## config.mk

```make
export PLATFORM = sky130hd
export DESIGN_NAME = stage2_maxpool
export DESIGN_NICKNAME = d
export VERILOG_FILES = /design/src/rtl/stage2_pool_max2.sv /design/src/rtl/stage2_maxpool.sv
export VERILOG_INCLUDE_DIRS = /design/src /design/src/rtl
export SDC_FILE = /design/constraint.sdc
export NUM_CORES = 1
export LEC_CHECK = 0
export CORE_MARGIN = 3
export CORE_UTILIZATION = 47
export CTS_BUF_LIST = sky130_fd_sc_hd__clkbuf_16
export DETAILED_ROUTE_END_ITERATION = 6
export PLACE_DENSITY = 0.72
export SLEW_MARGIN = 10
export SYNTH_ARGS = -nofsm -noshare
export SYNTH_HDL_FRONTEND = slang
export SYNTH_SLANG_ARGS = --single-unit
```

## constraint.sdc

```tcl
create_clock -name clk -period 5.66 [get_ports clk]
set_clock_uncertainty 0.2 [all_clocks]
set_input_delay 1.132 -clock clk [delete_from_list [all_inputs] [get_ports clk]]
set_output_delay 1.132 -clock clk [all_outputs]
set_load 0.05 [all_outputs]
```

## src/rtl/defines_cnn_core.sv

```systemverilog
// ============================================================================
// Module   : defines_cnn_core (shared macro header)
// Brief    : Dimension and width macros shared by the CNN core stages.
// Revision : 1.0 - stage-2 pooling dimensions added
// ============================================================================
`default_nettype none
`ifndef DEFINES_CNN_CORE_SV
`define DEFINES_CNN_CORE_SV

`define ST2_Conv_CO  3
`define ST2_O_F_BW   33
`define ST2_Conv_X   12
`define ST2_Conv_Y   12
`define ST2_KX       5
`define ST2_KY       5
`define ST2_O_X      (`ST2_Conv_X - `ST2_KX + 1)
`define ST2_O_Y      (`ST2_Conv_Y - `ST2_KY + 1)
`define ST2_POOL_X   4
`define ST2_POOL_Y   4

`endif
`default_nettype wire

```

## src/rtl/stage2_pool_max2.sv

```systemverilog
// ============================================================================
// Module   : stage2_pool_max2
// Brief    : Combinational signed maximum of two BW-bit operands.
// Revision : 1.0 - initial release
// ============================================================================
`default_nettype none

module stage2_pool_max2 #(
  parameter int BW = 32
) (
  input  logic [BW-1:0] a_i,
  input  logic [BW-1:0] b_i,
  output logic [BW-1:0] max_o
);

  assign max_o = ($signed(a_i) >= $signed(b_i)) ? a_i : b_i;

endmodule

`default_nettype wire

```

## src/rtl/stage2_maxpool.sv

```systemverilog
// ============================================================================
// Module   : stage2_maxpool
// Brief    : 2x2 stride-2 streaming max-pool over the stage-2 conv raster.
// Revision : 1.0 - initial release
// ============================================================================
`default_nettype none
`ifndef DEFINES_CNN_CORE_SV
`include "defines_cnn_core.sv"
`endif

module stage2_maxpool #(
  parameter int CH   = `ST2_Conv_CO,
  parameter int BW   = `ST2_O_F_BW - 1,
  parameter int IN_X = `ST2_O_X,
  parameter int IN_Y = `ST2_O_Y
) (
  input  logic             clk,
  input  logic             reset_n,
  input  logic             i_in_valid,
  input  logic [CH*BW-1:0] i_in_fmap,
  output logic             o_ot_valid,
  output logic [CH*BW-1:0] o_ot_fmap,
  output logic             o_ot_last
);

  localparam int CW = $clog2(IN_X);
  localparam int RW = $clog2(IN_Y);
  localparam int BX = IN_X / 2;

  logic [CW-1:0]    col_q, col_d;
  logic [RW-1:0]    row_q, row_d;
  logic [CH*BW-1:0] hold_q;
  logic [CH*BW-1:0] buf_q [BX];
  logic [CH*BW-1:0] fmap_q;
  logic             valid_q;
  logic             last_q;

  logic [CW-2:0]    w_bidx;
  logic             w_col_end;
  logic             w_row_end;
  logic [CH*BW-1:0] w_buf_rd;
  logic [CH*BW-1:0] w_hmax;
  logic [CH*BW-1:0] w_vmax;

  assign w_bidx    = col_q[CW-1:1];
  assign w_col_end = (col_q == CW'(IN_X - 1));
  assign w_row_end = (row_q == RW'(IN_Y - 1));
  assign w_buf_rd  = buf_q[w_bidx];

  // Horizontal max pairs the held even column with the current odd column;
  // vertical max pairs that with the result buffered from the even row.
  generate
    for (genvar c = 0; c < CH; c++) begin : g_ch
      stage2_pool_max2 #(.BW(BW)) u_hmax (
        .a_i   (hold_q[c*BW +: BW]),
        .b_i   (i_in_fmap[c*BW +: BW]),
        .max_o (w_hmax[c*BW +: BW])
      );
      stage2_pool_max2 #(.BW(BW)) u_vmax (
        .a_i   (w_buf_rd[c*BW +: BW]),
        .b_i   (w_hmax[c*BW +: BW]),
        .max_o (w_vmax[c*BW +: BW])
      );
    end
  endgenerate

  always_comb begin
    col_d = col_q;
    row_d = row_q;
    if (i_in_valid) begin
      if (w_col_end) begin
        col_d = '0;
        row_d = w_row_end ? '0 : row_q + RW'(1);
      end else begin
        col_d = col_q + CW'(1);
      end
    end
  end

  always_ff @(posedge clk or negedge reset_n) begin
    if (!reset_n) begin
      col_q   <= '0;
      row_q   <= '0;
      hold_q  <= '0;
      fmap_q  <= '0;
      valid_q <= 1'b0;
      last_q  <= 1'b0;
      for (int i = 0; i < BX; i++) begin
        buf_q[i] <= '0;
      end
    end else begin
      col_q   <= col_d;
      row_q   <= row_d;
      valid_q <= 1'b0;
      last_q  <= 1'b0;
      if (i_in_valid) begin
        if (!col_q[0]) begin
          hold_q <= i_in_fmap;
        end else if (!row_q[0]) begin
          buf_q[w_bidx] <= w_hmax;
        end else begin
          fmap_q  <= w_vmax;
          valid_q <= 1'b1;
          last_q  <= w_row_end && w_col_end;
        end
      end
    end
  end

  assign o_ot_valid = valid_q;
  assign o_ot_fmap  = fmap_q;
  assign o_ot_last  = last_q;

endmodule

`default_nettype wire

```

After elaboration in Yosys (flattened, before gate mapping)
Cells that the tools add are included.
{"block": "word_totals", "register_bits": 584, "inputBits": 99, "output_inout_bits": 98, "word_cells": 51}
{"block": "op_classes", "n_addsub": 2, "n_lt_le_gt_ge": 8, "eq_ne": 2, "mux": 20, "bitwise": 3, "n_reduce_logical": 6}
{"cell": "384-bit bitwise mux", "count": 1}
{"cell": "96-bit two-way mux", "count": 3}
{"cell": "96-bit binary-select mux with 2-bit select", "count": 1}
{"cell": "96-bit demux with 2-bit select", "count": 1}
{"cell": "32-bit greater-or-equal comparator", "count": 6}
{"cell": "32-bit two-way mux", "count": 6}
{"cell": "3-bit by 1-bit adder with 3-bit output (second input constant)", "count": 2}
{"cell": "3-bit == test (second input constant)", "count": 2}
{"cell": "1-bit two-way mux", "count": 6}
{"cell": "3-bit two-way mux", "count": 2}
{"cell": "3-bit AND reduction", "count": 2}
{"cell": "2-bit AND reduction", "count": 2}
{"cell": "3-bit greater-or-equal comparator (second input constant)", "count": 1}
{"cell": "3-bit by 1-bit < comparator with 1-bit output (second input constant)", "count": 1}
{"cell": "2-bit NOT with 3-bit output", "count": 1}
{"cell": "1-bit logical AND", "count": 2}
{"cell": "1-bit NOT", "count": 2}

Depth between registers and ports, before layout
Gate-level depths: netlist of run 1.
{"block": "logic_depth", "ltp_word": 6, "ltp_mapped": 22, "depth_no_buf": 19}

Modules after synthesis
From an unflattened synthesis of run 1, not the netlist that was laid out.
{"block": "unflattened", "hier_cells": 2281, "hier_area_um2": 32464.9}
{"mod": "stage2_maxpool", "n_inst": 1, "cells_per_inst": 1369, "area_per_inst_um2": 24252.0, "seq_area_each_um2": 14614.0}
{"mod": "stage2_pool_max2", "n_inst": 6, "cells_per_inst": 152, "area_per_inst_um2": 1368.8, "seq_area_each_um2": 0.0}

Worst setup path before layout of run 1
No wires, ideal clock.
{"block": "synth_path", "path_kind": "input to register", "startpoint": "in i_in_fmap[14]", "endpoint": "reg fmap_q[22] (netlist: o_ot_fmap[22])", "setup_time_ns": 0.130, "arrival_ns": 5.689, "t_required_ns": 5.330, "setup_slack_ns": -0.359, "cell_stages": 21, "n_path_buf": 3, "path_cell_list": "inv_1 ha_1 a21oi_1 nand2_1 a221o_1 o31ai_1 and4b_4 mux2i_4 buf_12 mux2i_4 ha_1 nor2b_1 o211ai_1 a2111oi_0 or4b_1 a31oi_1 mux2i_1 or2_0 buf_2 buf_2 o211ai_2"}
{"block": "synth_via", "elab_chain_cells": 4}
{"item": "start, declared", "line_no": "stage2_maxpool.sv:20", "source": "input logic [CH*BW-1:0] i_in_fmap,"}
{"item": "32-bit greater-or-equal comparator", "line_no": "stage2_pool_max2.sv:16", "source": "assign max_o = ($signed(a_i) >= $signed(b_i)) ? a_i : b_i;"}
{"item": "32-bit two-way mux (*)", "line_no": "stage2_pool_max2.sv:16"}
{"item": "32-bit greater-or-equal comparator", "line_no": "stage2_pool_max2.sv:16"}
{"item": "32-bit two-way mux (*)", "line_no": "stage2_pool_max2.sv:16"}
{"item": "end signal, assigned", "line_no": "stage2_maxpool.sv:102", "source": "fmap_q <= w_vmax;"}
{"item": "end, declared", "line_no": "stage2_maxpool.sv:34", "source": "logic [CH*BW-1:0] fmap_q;"}
Mark *: on every way between the ends. The rest lies on a longest branch, timed or not.
A chain may end at the register's enable or synchronous reset.

Worst setup path in the final report of run 1
{"block": "layout_path", "startpoint": "in i_in_fmap[83]", "endpoint": "reg fmap_q[65] (netlist: o_ot_fmap[65])"}
The elaborated chain is that of the path after synthesis.

==> out/summary.txt, run 1 <==
Drt pass-1 iters = 5
Starting density of the core = 47.8%
Design area = 0.0398 mm^2
Register bit total from synthesis = 584
Compound-Gate Fraction of Synth Area = 15.2%
Clock-pin slew on the worst setup and hold paths = 0.06 ns
Internal power = 17.1 mW
Post-synthesis adder-cell area fraction = 8.09%
Detail-routed via count per cell = 5.79
Core Rows = 92
Deepest clock path buffer count = 3
Syn Inst Count = 2821
Initial drt markers = 1797
Area grow syn2layout = 31.4%
Die H = 260 um
Clk pwr share = 15.2%
Setup crit end kind = flip-flop
WS Path Type = input pin to flip-flop
Root Buffer = clkbuf_16
Global route overflow = 0
Post-synthesis xor/xnor area fraction = 0.0289%
DP Area = 0.0353 mm^2
EDFF count, synth = 0
Post-synth cell types = 48
Final Cycle Share = 99.1%
Sw frac = 41.3%
DRT antenna net count = 0
Total CTS buffers = 68
Largest family of logic cells by synthesized area = compound AO/OA/AOI/OAI gates
Die Wd = 260 um
Port Buffer Count = 196
Max incr delay on CP = 0.51 ns
Register area share after synthesis = 48.2%
Headroom to the max-slew limit = 21.4%
Core Area = 0.0634 mm^2
Slew @ Worst Pin = 1.18 ns
Leak Pwr = 17.9 nW
Peak supply drop = 605 uV
Antenna diode count = 0
Logic pwr share = 58.7%
Arr. time, crit path = 5.84 ns
Via count = 24100
Mux contribution to synthesized area = 13.3%
Hold Vio Cnt, Final = 0
Post-synth net total = 3116
R2R cell count = 21
Drt drc = 0
Part of the power in registers = 26.1%
Simple logic cell fraction of the synthesized area = 11.2%
CP max stage cell = clkdlybuf4s50_1
Hold Crit Depth = 2
Routed wire length per instance = 20.8 um
Cell Area, Synth = 0.0303 mm^2
Final Setup Violations = 0
Power per cell area = 731 mW/mm^2
Placer Congestion = 0.879
Period minus WS final = 5.61 ns
Layout cells sized above 1 = 27.7%
Crit path max fanout = 7
Max-cap viol count = 0
Final core occ = 62.8%
Yosys warns = 0
Total wire length = 86.5 mm
Outcome = complete, no violations
DPL Wire Length = 54.1 mm
Skew-Pair Late Insertion Delay = 0.59 ns
Worst hold path type = flip-flop to flip-flop
CTS tree = done
Critical Path Start Type = input pin
First-pass GRT wire length = 133 mm
CP cell instances = clkdlybuf4s50_1, inv_2, ha_4, a21oi_1, o21ai_2, a221oi_2, o211ai_1, xor2_1, nand2_2, buf_12, mux2i_4, ha_4, nor2b_1, o211ai_1, a2111oi_4, o41ai_4, o2111ai_4, mux2i_2, buf_6, buf_8, a2bb2oi_2, o31ai_1
Crit path required time = 5.89 ns
CTS Hold Buffers Added = 0
Setup TNS Final = 0 ns
Cell depth of the worst setup path = 22
Pin count of the biggest net entering global routing = 193
Avg Inst Size Synth = 10.7 um^2
Total power = 29.1 mW
Vias in the first global route = 24900
Prevailing post-synth register cell = dfrtp_1
Critical path's top delay family = compound AO/OA/AOI/OAI gates
Slew Limit Fails = 0
Initial antenna violation count = 2
Fin nets = 3560
Crit path buffers/inverters = 5
GRT Util Overall = 24.8%
Io pins = 197
Sink Count = 584
Achievable Freq = 178 MHz
Net Switching = 12.0 mW
# H-tree levels = 3
Die ar. = 0.0676 mm^2
Async set-reset flop share out of synthesis = 100%
Hold WS = 0.278 ns
[logic make-up (layout without fill, tap and decap cells)]
logic type                 count (synthesis)  in the layout
AOI/OAI and AO/OA                        757            757
xor gates and xnor gates                   1              1
adders and majority gates                196            196
buffers and inverters                    287            783
DFF                                      584            584
muxes                                    204            204
and+or+nand+nor                          792            792
[cells in the mapped netlist (all sizes together), types with 3 or more instances]
library cell  instances  area [um^2]
a2111oi               4         35.0
a211oi               10         75.1
a21o                 21          158
a21oi               262         1310
a221oi                3         26.3
a2bb2oi              33          289
buf                  26          223
clkbuf              154          578
dfrtp               584        14600
ha                  196         2450
inv                 107          402
mux2                  7         78.8
mux2i               101         1790
mux4                 96         2160
nand2               421         1580
nand3                56          280
nand3b               32          240
nand4                42          263
nor2                207          777
nor2b                 6         37.5
nor3                  7         35.0
nor4                  8         62.6
o211ai               72          841
o21ai               307         1540
o31ai                34          255
o41ai                 3         26.3
[worst paths after layout]
check | end | start | slack [ns]
max | o_ot_fmap[65] | i_in_fmap[83] | 0.05
min reg2reg | buf_q[94] | buf_q[94] | 0.28
min | buf_q[94] | buf_q[94] | 0.28
max in group asynchronous | hold_q[52] | reset_n | 3.65
min in group asynchronous | hold_q[20] | reset_n | 0.34
max reg2reg | o_ot_fmap[7] | hold_q[14] | 0.39
[registers in the layout, indices dropped and copies added, names as in the netlist]
signal	flops
row_q	3
hold_q	96
buf_q	384
o_ot_last	1
o_ot_valid	1
col_q	3
o_ot_fmap	96
[layer usage]
layer	vias up	GRT usage, %	wire [um]
met5	-	0	13
met3	154	4.24	5020
li1	11000	-	-
met4	2	8.13	2370
met2	759	41.3	43000
met1	12200	33.0	36100
[worst min-delay path, cell delays in order (launching register included)]
cell,delay (ns)
dfrtp_1,0.33
nand2_1,0.05
o21ai_0,0.06
[metrics by stage]
stage                     std cells  setup WS (ns)
after detailed placement       3988          -1.15
after global routing           4163        -0.0845
after floorplan                2821         -0.112
after CTS                      4142        0.00248
after global placement         3988          -1.07
final                          4163         0.0483
[power groups by stage]
stage / combinational, mW / clock [mW] / sequential, mW
detailed placement: 14.0 / 0 / 7.56
floorplan: 8.45 / 0 / 7.91
finish: 17.1 / 4.42 / 7.60
global route: 18.3 / 4.66 / 7.82
global placement: 13.5 / 0 / 7.40
CTS: 15.1 / 4.50 / 7.53
[final cells by class]
| cell class | instances | area [um^2] |
|---|---|---|
| Clock buffer | 73 | 1830 |
| Clock inverter | 49 | 419 |
| Fill cell | 4633 | 23600 |
| Inverter | 107 | 420 |
| Multi-Input combinational cell | 1950 | 16000 |
| Sequential cell | 584 | 14600 |
| Tap cell | 846 | 1060 |
| Timing Repair Buffer | 554 | 5470 |
[placed cells by master, fill, tap and decap left out, types with 32 or more instances in the layout]
| cell type | count |
|---|---|
| dfrtp_1 | 582 |
| nand2_1 | 417 |
| buf_4 | 300 |
| a21oi_1 | 246 |
| nor2_1 | 205 |
| o21ai_0 | 179 |
| ha_1 | 132 |
| o21ai_1 | 122 |
| clkdlybuf4s50_1 | 117 |
| mux4_2 | 96 |
| clkbuf_16 | 80 |
| inv_1 | 73 |
| mux2i_4 | 66 |
| ha_4 | 62 |
| o211ai_2 | 60 |
| dlymetal6s2s_1 | 58 |
| nand3_1 | 53 |
| inv_2 | 44 |
| nand4_1 | 42 |
| buf_12 | 34 |
| nand3b_1 | 32 |
[timing repair]
item                                    in CTS  in global routing
cloned                                       7                  7
endpoints found under the setup margin      96                 96
resized for setup                          118                237
pin swaps                                   48                 82
buffers inserted                            26                 19
hold endpoints to repair                     0                  0
Power figures use the tool's default switching activity.
==> run 2: changes to the inputs <==
--- a/config.mk
+++ b/config.mk
@@ -7,10 +7,10 @@
 export NUM_CORES = 1
 export LEC_CHECK = 0
 export CORE_MARGIN = 3
-export CORE_UTILIZATION = 47
+export CORE_UTILIZATION = 35
 export CTS_BUF_LIST = sky130_fd_sc_hd__clkbuf_16
 export DETAILED_ROUTE_END_ITERATION = 6
-export PLACE_DENSITY = 0.72
+export PLACE_DENSITY = 0.58
 export SLEW_MARGIN = 10
 export SYNTH_ARGS = -nofsm -noshare
 export SYNTH_HDL_FRONTEND = slang
==> constraint.sdc (replaced) <==
create_clock -name clk -period 5.66 [get_ports clk]
set_clock_uncertainty 0.2 [all_clocks]
set_input_delay 1.132 -clock clk [delete_from_list [all_inputs] [get_ports clk]]
set_output_delay 1.132 -clock clk [all_outputs]
set_load 0.1 [all_outputs]
==> run 2 against run 1 <==
  * Via count fell by 5.6%
  * Sequential power fell by 2%
  * Total power grew 0.60%
  * Cell area is 0.76% higher
  * Clock-buffer cell count is 1 higher
  * Clock power is 4% lower
  * Utilization is 16 points lower
==> out/summary.txt, run 2 (same netlist as run 1, synthesis figures left out) <==
Power per cell area = 730 mW/mm^2 (-0.16%)
Drt drc = 0 (unchanged)
Leading cell type in the layout, fill and taps excluded = dfrtp_1
Final Setup Violations = 0 (unchanged)
Global route overflow = 0 (unchanged)
DRT antenna net count = 0 (unchanged)
Most flops, register = buf_q
Deepest clock path buffer count = 3 (unchanged)
Hold Vio Cnt, Final = 0 (unchanged)
Fin nets = 3597 (+1.0%)
Clock-pin slew on the worst setup and hold paths = 0.06 ns (about the same)
Sink Count = 584 (unchanged)
Period minus WS final = 5.61 ns (-0.00266 ns)
CP cell instances = clkdlybuf4s50_1, inv_2, ha_4, a21oi_2, o21ai_2, a221oi_2, o211ai_1, xor2_2, nand2_2, buf_12, mux2i_1, buf_4, ha_1, nor2b_1, o211ai_1, a2111oi_2, o41ai_2, o2111ai_2, mux2i_4, buf_12, clkbuf_16, a2bb2oi_1, o31ai_1
M3 GR Usage = 3.18% (-1.1 points)
Hold path start = buf_q[91]
Port Buffer Count = 196 (unchanged)
Critical path's top delay family = compound AO/OA/AOI/OAI gates
Worst hold path type = flip-flop to flip-flop
First-pass GRT wire length = 134 mm (+0.29%)
Leak Pwr = 17.8 nW (-0.68%)
Hold worst-path end = buf_q[91]
Die ar. = 0.0902 mm^2 (+33%)
Crit path required time = 5.91 ns (+0.02 ns)
Core Rows = 107 (+16%)
Drt pass-1 iters = 6 (+1)
GRT Util Overall = 18.7% (-6.1 points)
Detail-routed via count per cell = 5.05 (-13%)
Crit path max fanout = 13 (+6)
Most frequent cells in the layout = 582 x dfrtp_1, 418 x nand2_1, 340 x buf_4
Io pins = 197 (unchanged)
Outcome = complete, no violations
Area grow syn2layout = 32.4%
Root Buffer = clkbuf_16
Worst reg2reg startpoint = hold_q[1]
Pin count of the biggest net entering global routing = 115 (-40%)
Met2 Use GR = 30.7% (-11 points)
Crit path buffers/inverters = 6 (+1)
Final core occ = 46.9% (-16 points)
CTS tree = done
DPL Wire Length = 55.1 mm (+1.7%)
Setup crit end kind = flip-flop
Critical Path Start Type = input pin
Hold Crit Depth = 2 (unchanged)
Final Cycle Share = 99.1% (about the same)
# H-tree levels = 3 (unchanged)
R2R cell count = 23 (+9.5%)
Slew Limit Fails = 0 (unchanged)
Busiest grt layer = met2
Arr. time, crit path = 5.86 ns (+0.02 ns)
Total CTS buffers = 71 (+4.4%)
Fillers = 7787 (+68%)
Peak supply drop = 554 uV (-8.5%)
Skew-Pair Late Insertion Delay = 0.61 ns (+0.02 ns)
Via count = 22800 (-5.6%)
Largest register FFs = 384 (unchanged)
Total power = 29.3 mW (+0.60%)
R2R setup slack = 0.37 ns (-0.02 ns)
Total wire length = 84.5 mm (-2.4%)
Die Wd = 300 um (+16%)
Max incr delay on CP = 0.58 ns (+0.07 ns)
Vias in the first global route = 23400 (-6.0%)
Routed wire length per instance = 18.8 um (-9.7%)
Headroom to the max-slew limit = 27.4% (+6.0 points)
Layout cells sized above 1 = 28.4% (+0.73 points)
Placer Congestion = 0.794 (-9.6%)
Slew @ Worst Pin = 1.09 ns (-0.0936 ns)
Worst reg2reg endpoint = o_ot_fmap[13]
Starting density of the core = 35.4% (-12 points)
CP max stage cell = o41ai_2
Grt met1 use = 25.4% (-7.6 points)
WS Path Type = input pin to flip-flop
Die H = 300 um (+16%)
Initial antenna violation count = 1 (-1)
Initial drt markers = 1285 (-28%)
Achievable Freq = 178 MHz (about the same)
Core Area = 0.0855 mm^2 (+35%)
Hold WS = 0.273 ns (-0.00467 ns)
Max-cap viol count = 0 (unchanged)
## run 2: cell types whose count changed in the layout (fill, tap and decap cells not counted), sizes merged, moves of 6 or more
cell	change
clkdlybuf4s50	-9
dlygate4sd2	+16
buf	+45
bufinv	-6
clkinv	+9
dlymetal6s2s	-25
## run 2: worst register-to-register path: cells and delay by family (launching register included)
family | cells | cell delay (ns)
buf+inv | 6 | 0.91
flops | 1 | 0.43
compound gates | 9 | 1.63
mux | 3 | 0.90
simple gates | 3 | 0.56
fa+ha+maj | 2 | 0.57
## run 2: layout make-up
type	count	area, um^2	share of cell area, %
well taps	1144	1430	3.57
clock buffers	74	1850	4.61
inverters	107	422	1.05
diodes	1	2.50	0.00624
clock inverters	56	304	0.758
repair buffers	588	5550	13.8
flip-flops and latches	584	14600	36.4
multi-input cells	1950	15900	39.7
## run 2: metal layers
metal / wire, um / up-vias
li1: - / 11100
met1: 39100 / 11200
met2: 40100 / 376
met3: 3060 / 145
met4: 2300 / 0
met5: 0 / -
## run 2: stage by stage
step           instances  setup TNS (ns)  setup slack (ns)  area (um^2)
2_1_floorplan       2821           -3.01            -0.112        30500
3_3_place_gp        4308         -105.23             -1.59        35900
3_5_place_dp        4308         -109.48             -1.50        35900
4_1_cts             4471               0           0.00393        39100
5_1_grt             4503           -1.74           -0.0750        40100
6_report            4504               0            0.0510        40100
## run 2: how the worst max path moves through the flow
stage	startpoint	endpoint	cells after the start
2_1_floorplan	i_in_fmap[14]	o_ot_fmap[13]	21
4_1_cts	i_in_fmap[22]	o_ot_fmap[2]	25
3_3_place_gp	i_in_fmap[37]	o_ot_fmap[32]	21
6_report	i_in_fmap[81]	o_ot_fmap[86]	23
3_5_place_dp	i_in_fmap[37]	o_ot_fmap[32]	22
5_1_grt	i_in_fmap[87]	o_ot_fmap[86]	23
## run 2: what timing repair did
item,CTS,global route
pin swaps,52,86
hold buffers,0,0
setup endpoints to repair,96,96
gates cloned,7,4
resized for setup,162,197
buffers inserted,27,34
endpoints found under the hold margin,0,0
## run 2: report_power, final
group	leakage (nW)	switching (mW)	internal, mW
clock network	1.10	1.82	2.41
logic	9.57	9.44	8.17
registers	7.14	1.41	6.05
